==> config.mk <==
export PLATFORM = sky130hd
export DESIGN_NAME = tdm_demux7
export DESIGN_NICKNAME = d
export VERILOG_FILES = /design/src/rtl/tdm_demux7.sv
export SDC_FILE = /design/constraint.sdc
export NUM_CORES = 1
export LEC_CHECK = 0
export ABC_AREA = 1
export CAP_MARGIN = 20
export CORE_AREA = 2 2 63 77
export CTS_CLUSTER_SIZE = 8
export DETAILED_ROUTE_END_ITERATION = 16
export DIE_AREA = 0 0 65 79
export HOLD_SLACK_MARGIN = 0.05
export PLACE_DENSITY = 0.61
export SLEW_MARGIN = 10
export SYNTH_ARGS = -nofsm -noshare
export SYNTH_HDL_FRONTEND = slang
export SYNTH_SLANG_ARGS = --single-unit
==> constraint.sdc <==
create_clock -name clk -period 1.9 [get_ports clk]
set_clock_uncertainty 0.15 [all_clocks]
set_input_delay 0.38 -clock clk [delete_from_list [all_inputs] [get_ports clk]]
set_output_delay 0.38 -clock clk [all_outputs]
set_load 0.05 [all_outputs]
==> src/rtl/tdm_demux7.sv <==
// Receive end of a 7-slot single-line TDM link: collects slots 1..7 serially,
// publishes the frame as a parallel word and flags early-sof / gap-timeout frames.
module tdm_demux7 #(
  parameter int unsigned GAP_MAX = 15
) (
  input  logic       clk,
  input  logic       rst,
  input  logic       din,
  input  logic       din_valid,
  input  logic       sof,
  output logic [2:0] slot,
  output logic [6:0] dout,
  output logic       frame_valid,
  output logic       frame_err,
  output logic [7:0] frame_cnt
);

  localparam logic [0:0] ST_IDLE    = 1'b0;
  localparam logic [0:0] ST_COLLECT = 1'b1;

  localparam logic [8:0] GAP_LIMIT = 9'(GAP_MAX);

  logic [0:0] state;
  // Slot 7 goes straight to dout, so only slots 1..6 need holding.
  logic [5:0] shadow;
  logic [7:0] gap;
  logic [8:0] gap_inc;
  logic [2:0] wr_idx;

  assign gap_inc = {1'b0, gap} + 9'd1;
  assign wr_idx  = slot - 3'd1;

  always_ff @(posedge clk or posedge rst) begin
    if (rst) begin
      state       <= ST_IDLE;
      slot        <= 3'd0;
      shadow      <= 6'd0;
      gap         <= 8'd0;
      dout        <= 7'd0;
      frame_valid <= 1'b0;
      frame_err   <= 1'b0;
      frame_cnt   <= 8'd0;
    end else begin
      frame_valid <= 1'b0;
      frame_err   <= 1'b0;
      case (state)
        ST_IDLE: begin
          if (din_valid && sof) begin
            shadow[0] <= din;
            slot      <= 3'd2;
            gap       <= 8'd0;
            state     <= ST_COLLECT;
          end
        end
        ST_COLLECT: begin
          if (din_valid) begin
            gap <= 8'd0;
            if (sof) begin
              // Early restart: drop the partial frame, this beat is slot 1.
              frame_err <= 1'b1;
              shadow[0] <= din;
              slot      <= 3'd2;
            end else if (slot == 3'd7) begin
              dout        <= {din, shadow};
              frame_valid <= 1'b1;
              frame_cnt   <= frame_cnt + 8'd1;
              slot        <= 3'd0;
              state       <= ST_IDLE;
            end else begin
              shadow[wr_idx] <= din;
              slot           <= slot + 3'd1;
            end
          end else begin
            gap <= gap_inc[7:0];
            if (GAP_MAX != 0 && gap_inc == GAP_LIMIT) begin
              frame_err <= 1'b1;
              slot      <= 3'd0;
              gap       <= 8'd0;
              state     <= ST_IDLE;
            end
          end
        end
        default: begin
          state <= ST_IDLE;
          slot  <= 3'd0;
        end
      endcase
    end
  end

endmodule

Yosys cells after proc, flatten, opt, wreduce, memory -nomap -nowiden
Index checks and enable logic that the tools add are counted.
Storage, ports and cells
  word-level logic and storage cells: 62
  flip-flop bits (word level): 35
  input bits: 5
Cells by class
  magnitude comparators: 2
  mux-type cells: 32
  reductions and logical operators: 6
  bitwise gates (word level): 3
  add/subtract/negate cells: 4
  equality and inequality tests: 6
Operators by type and width (number)
  $mux 8: 3
  $mux 1: 18
  $pmux 8 s2: 1
  $mux 3: 5
  $add 8x1->9 const B: 1
  $eq 9x4->1 const B: 1
  $add 8x1->8 const B: 1
  $reduce_and 4->1: 2
  $bwmux 6: 1
  $pmux 3 s2: 1
  $lt 3x4->1 const B: 1
  $ne 2x2->1 const B: 2
  $pmux 1 s2: 2
  $add 3x1->3 const B: 1
  $demux 1 s3: 1
  $eq 3x3->1 const B: 1
  $ge 3x1->1 const B: 1
  $ne 3x2->1 const B: 1
  $ne 3x3->1 const B: 1
  $not 1->1: 3
  $reduce_and 3->1: 1
  $sub 3x1->3 const B: 1
  $logic_and 1x1->1: 2
  $reduce_and 2->1: 1

Longest topological paths before layout
  word-level depth: 10
  gate-level depth with buffers: 11

Worst setup path after synthesis
OpenSTA, ideal clock, no wires.
  path kind: register to register
  start point: register slot[0]
  end point: register frame_cnt[6]
  data required time: 1.609 ns
  library setup time: 0.141 ns
  slack: -0.230 ns
  arrival: 1.839 ns
  cell stages (with the launch flop): 11
  path buffers: 0
  path through: dfrtp_1 ha_1 ha_1 inv_1 nor2_1 nand2_2 clkinv_2 nand2_2 nor2_2 nand3_1 xnor2_1
On the way
  word-level cells in the longest chain between the ends: 2
RTL lines
  start, declared: RTL line 11  | output logic [2:0] slot,
  start signal, assigned: RTL line 71  | slot <= slot + 3'd1;
  $eq 3x3->1: RTL line 63  | end else if (slot == 3'd7) begin
  $reduce_and 4->1 (no source line)
  end signal, assigned: RTL line 66  | frame_cnt <= frame_cnt + 8'd1;
  end, declared: RTL line 15  | output logic [7:0] frame_cnt
No other way between the ends.
A chain may end at the register's enable or synchronous reset.

Worst setup path in the final report
  start point: register slot[0]
  end point: register shadow[0]
On the way
  word-level cells in the longest chain between the ends: 10
RTL lines
  $sub 3x1->3: RTL line 31  | assign wr_idx = slot - 3'd1;
  $lt 3x4->1 (not written as such) / $ge 3x1->1 (equally long branches): RTL line 70  | shadow[wr_idx] <= din;
  $logic_and 1x1->1 (not written as such): RTL line 70
  $mux 1 (not written as such): RTL line 70
  $demux 1 s3: RTL line 70
  $bwmux 6: RTL line 70
  $mux 1: RTL line 63
  $mux 1: RTL line 58  | if (sof) begin
  $mux 1: RTL line 56  | if (din_valid) begin
  $pmux 1 s2: RTL line 46  | case (state)
  end signal, assigned: RTL line 49  | shadow[0] <= din;
  end signal, assigned: RTL line 61  | shadow[0] <= din;
  end signal, assigned by index: RTL line 70
  end, declared: RTL line 25  | logic [5:0] shadow;
Several ways; a longest one is shown, not always the timed one. The select of a mux whose other input is x is not followed.

==> metrics <==
Final Worst Setup Slack=roughly 0.16 ns; # DRC=0; Final setup violation count=0; Hold WC Path Type=flop to flop; most area-consuming cells after synthesis=dfrtp_1, nand2_1, inv_1, ha_1, nand3_1; Data arrival, critical path=1.77 ns; largest net degree at the start of global routing=36; Initial Util=38.8%; Avg Inst Size Synth=approximately 8.5 um2; Clock Latency Late Sink=0.28 ns; # IOs=25; mux contribution to synthesized area=0%; fin area=around 0.0022 mm2; post-layout util=between 50% and 60%; via count=roughly 1.4k; Post-CTS Hold Fix Bufs=0; Static Leak=approximately 1.1 nW; hold depth=1; Post-DP HPWL=~2.5 mm; Avg Vias per Cell=between 4 and 5; initial antenna violation count=0; ANT cells=0; setup TNS=0 ns; drt pass-1 iters=5; worst hold path startpoint=frame_cnt[7]$_DFFE_PP0P_; Num CTS Buffers=5; WL final=~3.4 mm; Adder-Cell Fraction of Synth Area=roughly 4.4%; die width=about 65 um; sequential share of the synthesized area=a little over 50%; Least-Margin Pin Slew=roughly 0.44 ns; period utilization=~92%; Routed Antenna Nets=0; cell accounting for the most synthesized area=dfrtp_1; Rows=27; FF-to-FF path depth=8; Die H=around 79 um; GRT Resource Usage Total=between 10% and 20%; count of input and output buffers=24; post-synthesis compound-gate area fraction=approximately 8.0%; Max Freq=between 500 and 600 MHz; Mapped Cells=between 200 and 250; outcome=complete, no violations; remaining global-route overflow=0; post-synth net total=about 210; Area after DPL=roughly 0.0021 mm2; Inst Count DP=slightly below 300; Clk pin slew, worst setup/hold paths=roughly 0.070 ns; TritonCTS clock tree=done; Max VDD drop=about 0.46 mV; Final min period=1.74 ns; largest family of logic cells by synthesized area=simple AND/OR/NAND/NOR gates; Crit. Startpoint=slot[0]$_DFFE_PP0P_; Root Driver=clkbuf_8; Setup crit start kind=flop; Crit Path Max Fanout=6; area share of and/or/nand/nor cells after synthesis=a little over a quarter; final hold violations=0; 1st-iter DRT viols=76; Critical Path End Type=flop; Max clock buf depth=2; XOR/XNOR Fraction of Synth Area=just over 4%; Syn. warnings=0; Clock Sinks=35; die area=around 0.0051 mm2; RSZ-0062 raised after global routing=no; first-pass GRT wire length=roughly 5.9 mm; RD Place Congestion=0.818; post-place setup slack=0.0183 ns; Crit Path Class=flop to flop; max_slew headroom=70.7%; WP data required=about 1.9 ns; final net count=between 200 and 300; synthesis-stage register bit count=35; H-tree depth=2; synth unique cells=27; number of global-route vias before repair=1337; Layout area overhead=29.4%; DR WL/cell=~11 um; fin cells=between 200 and 300; Slew Limit Fails=0; share of layout cells above drive strength 1=roughly a quarter; share of the synthesized area in the top cell type=roughly half; Reg-to-Reg Start=slot[0]$_DFFE_PP0P_; max-cap viol count=0; Post-Syn Area=~0.0017 mm2; core area=roughly 0.0044 mm2; power per cell area=approximately 950 mW/mm2
-- where the power goes --
part | total (mW) | switching (mW) | internal, mW
Sequential | 0.939 | 0.0869 | 0.852
Combinational | 0.489 | 0.304 | 0.186
Clock | 0.679 | 0.288 | 0.391
-- synth_stat cells --
master	n
dfrtp_1	35
nor3_1	3
o21bai_1	1
nor2_1	11
nand3_1	14
o22ai_1	2
nand4_1	2
o21ai_1	1
nor3b_1	1
a21oi_1	6
nor2_4	1
and2_1	1
clkbuf_1	1
inv_2	1
clkinv_2	1
xor2_1	4
o21ai_0	12
nand2_4	2
nand2_1	57
a31oi_1	2
nor2_2	3
nand3_2	1
inv_1	23
a32o_1	1
xnor2_1	4
ha_1	6
nand2_2	5
-- layout make-up --
class / instances / area [um2]
Clock buffer: 5 / 68.8
Fill cell: 439 / 2200
Multi-Input combinational cell: 140 / 788
Tap cell: 58 / 72.6
Inverter: 25 / 98.8
Clock inverter: 3 / 43.8
Timing Repair Buffer: 33 / 270
Sequential cell: 35 / 880
-- registers in the layout (all words and copies together) (netlist names) --
name and cells:
dout 7, frame_cnt 8, frame_err 1, frame_valid 1, gap 8, shadow 6, slot 3, state 1
-- path summary, 6_finish.rpt --
path,slack (ns),to
worst max-delay path,0.16,shadow[0]$_DFFE_PP0P_
worst min-delay path,0.33,frame_cnt[7]$_DFFE_PP0P_
worst max register to register,0.16,shadow[0]$_DFFE_PP0P_
worst min register to register,0.33,frame_cnt[7]$_DFFE_PP0P_
max in group asynchronous,0.92,slot[0]$_DFFE_PP0P_
min in group asynchronous,0.34,dout[1]$_DFFE_PP0P_
-- routing by layer --
metal	routed length [um]	GRT usage, %	up-vias
met1	1610	19.1	639
met2	1660	23.9	31
met3	114	2.97	4
met4	42	7.02	0
met5	0	0	-
li1	-	-	719
-- what timing repair did --
item,CTS,global route
gates resized for setup,0,2
setup buffers,0,0
setup endpoints to repair,0,4
-- cells by family (layout without fill, tap and decap cells) --
| group | after synthesis | count (layout) |
|---|---|---|
| simple gates | 101 | 101 |
| flops | 35 | 35 |
| buf+inv | 26 | 66 |
| compound gates | 25 | 25 |
| xor+xnor | 8 | 8 |
| fa+ha+maj | 6 | 6 |
-- layout by cell type, fill, tap and decap left out, types with 3 or more instances in the layout --
| master | n |
|---|---|
| nor2_2 | 3 |
| nand2_4 | 3 |
| nand3_1 | 14 |
| o21ai_0 | 12 |
| a21oi_1 | 6 |
| clkdlybuf4s50_1 | 4 |
| clkbuf_8 | 5 |
| dfrtp_1 | 32 |
| xnor2_1 | 3 |
| xor2_1 | 4 |
| nand2_1 | 57 |
| dfrtp_2 | 3 |
| nor2_1 | 10 |
| buf_4 | 28 |
| nand2_2 | 4 |
| ha_1 | 4 |
| nor3_1 | 3 |
| inv_1 | 23 |
-- through the flow --
step                      hold WS, ns  power, mW
after floorplan                 0.292       1.28
after global placement          0.315       1.42
after detailed placement        0.315       1.44
after CTS                       0.330       2.13
after global routing            0.357       2.25
final                           0.328       2.11
-- worst max-delay path, cell delays in order, from the launching register on --
cell     delay [ns]
dfrtp_2        0.44
inv_1          0.10
ha_1           0.23
xnor2_2        0.19
nand2_1        0.07
o21ai_0        0.14
nand2_1        0.10
o21ai_0        0.17
inv_1          0.05
Power figures use the tool's default switching activity.
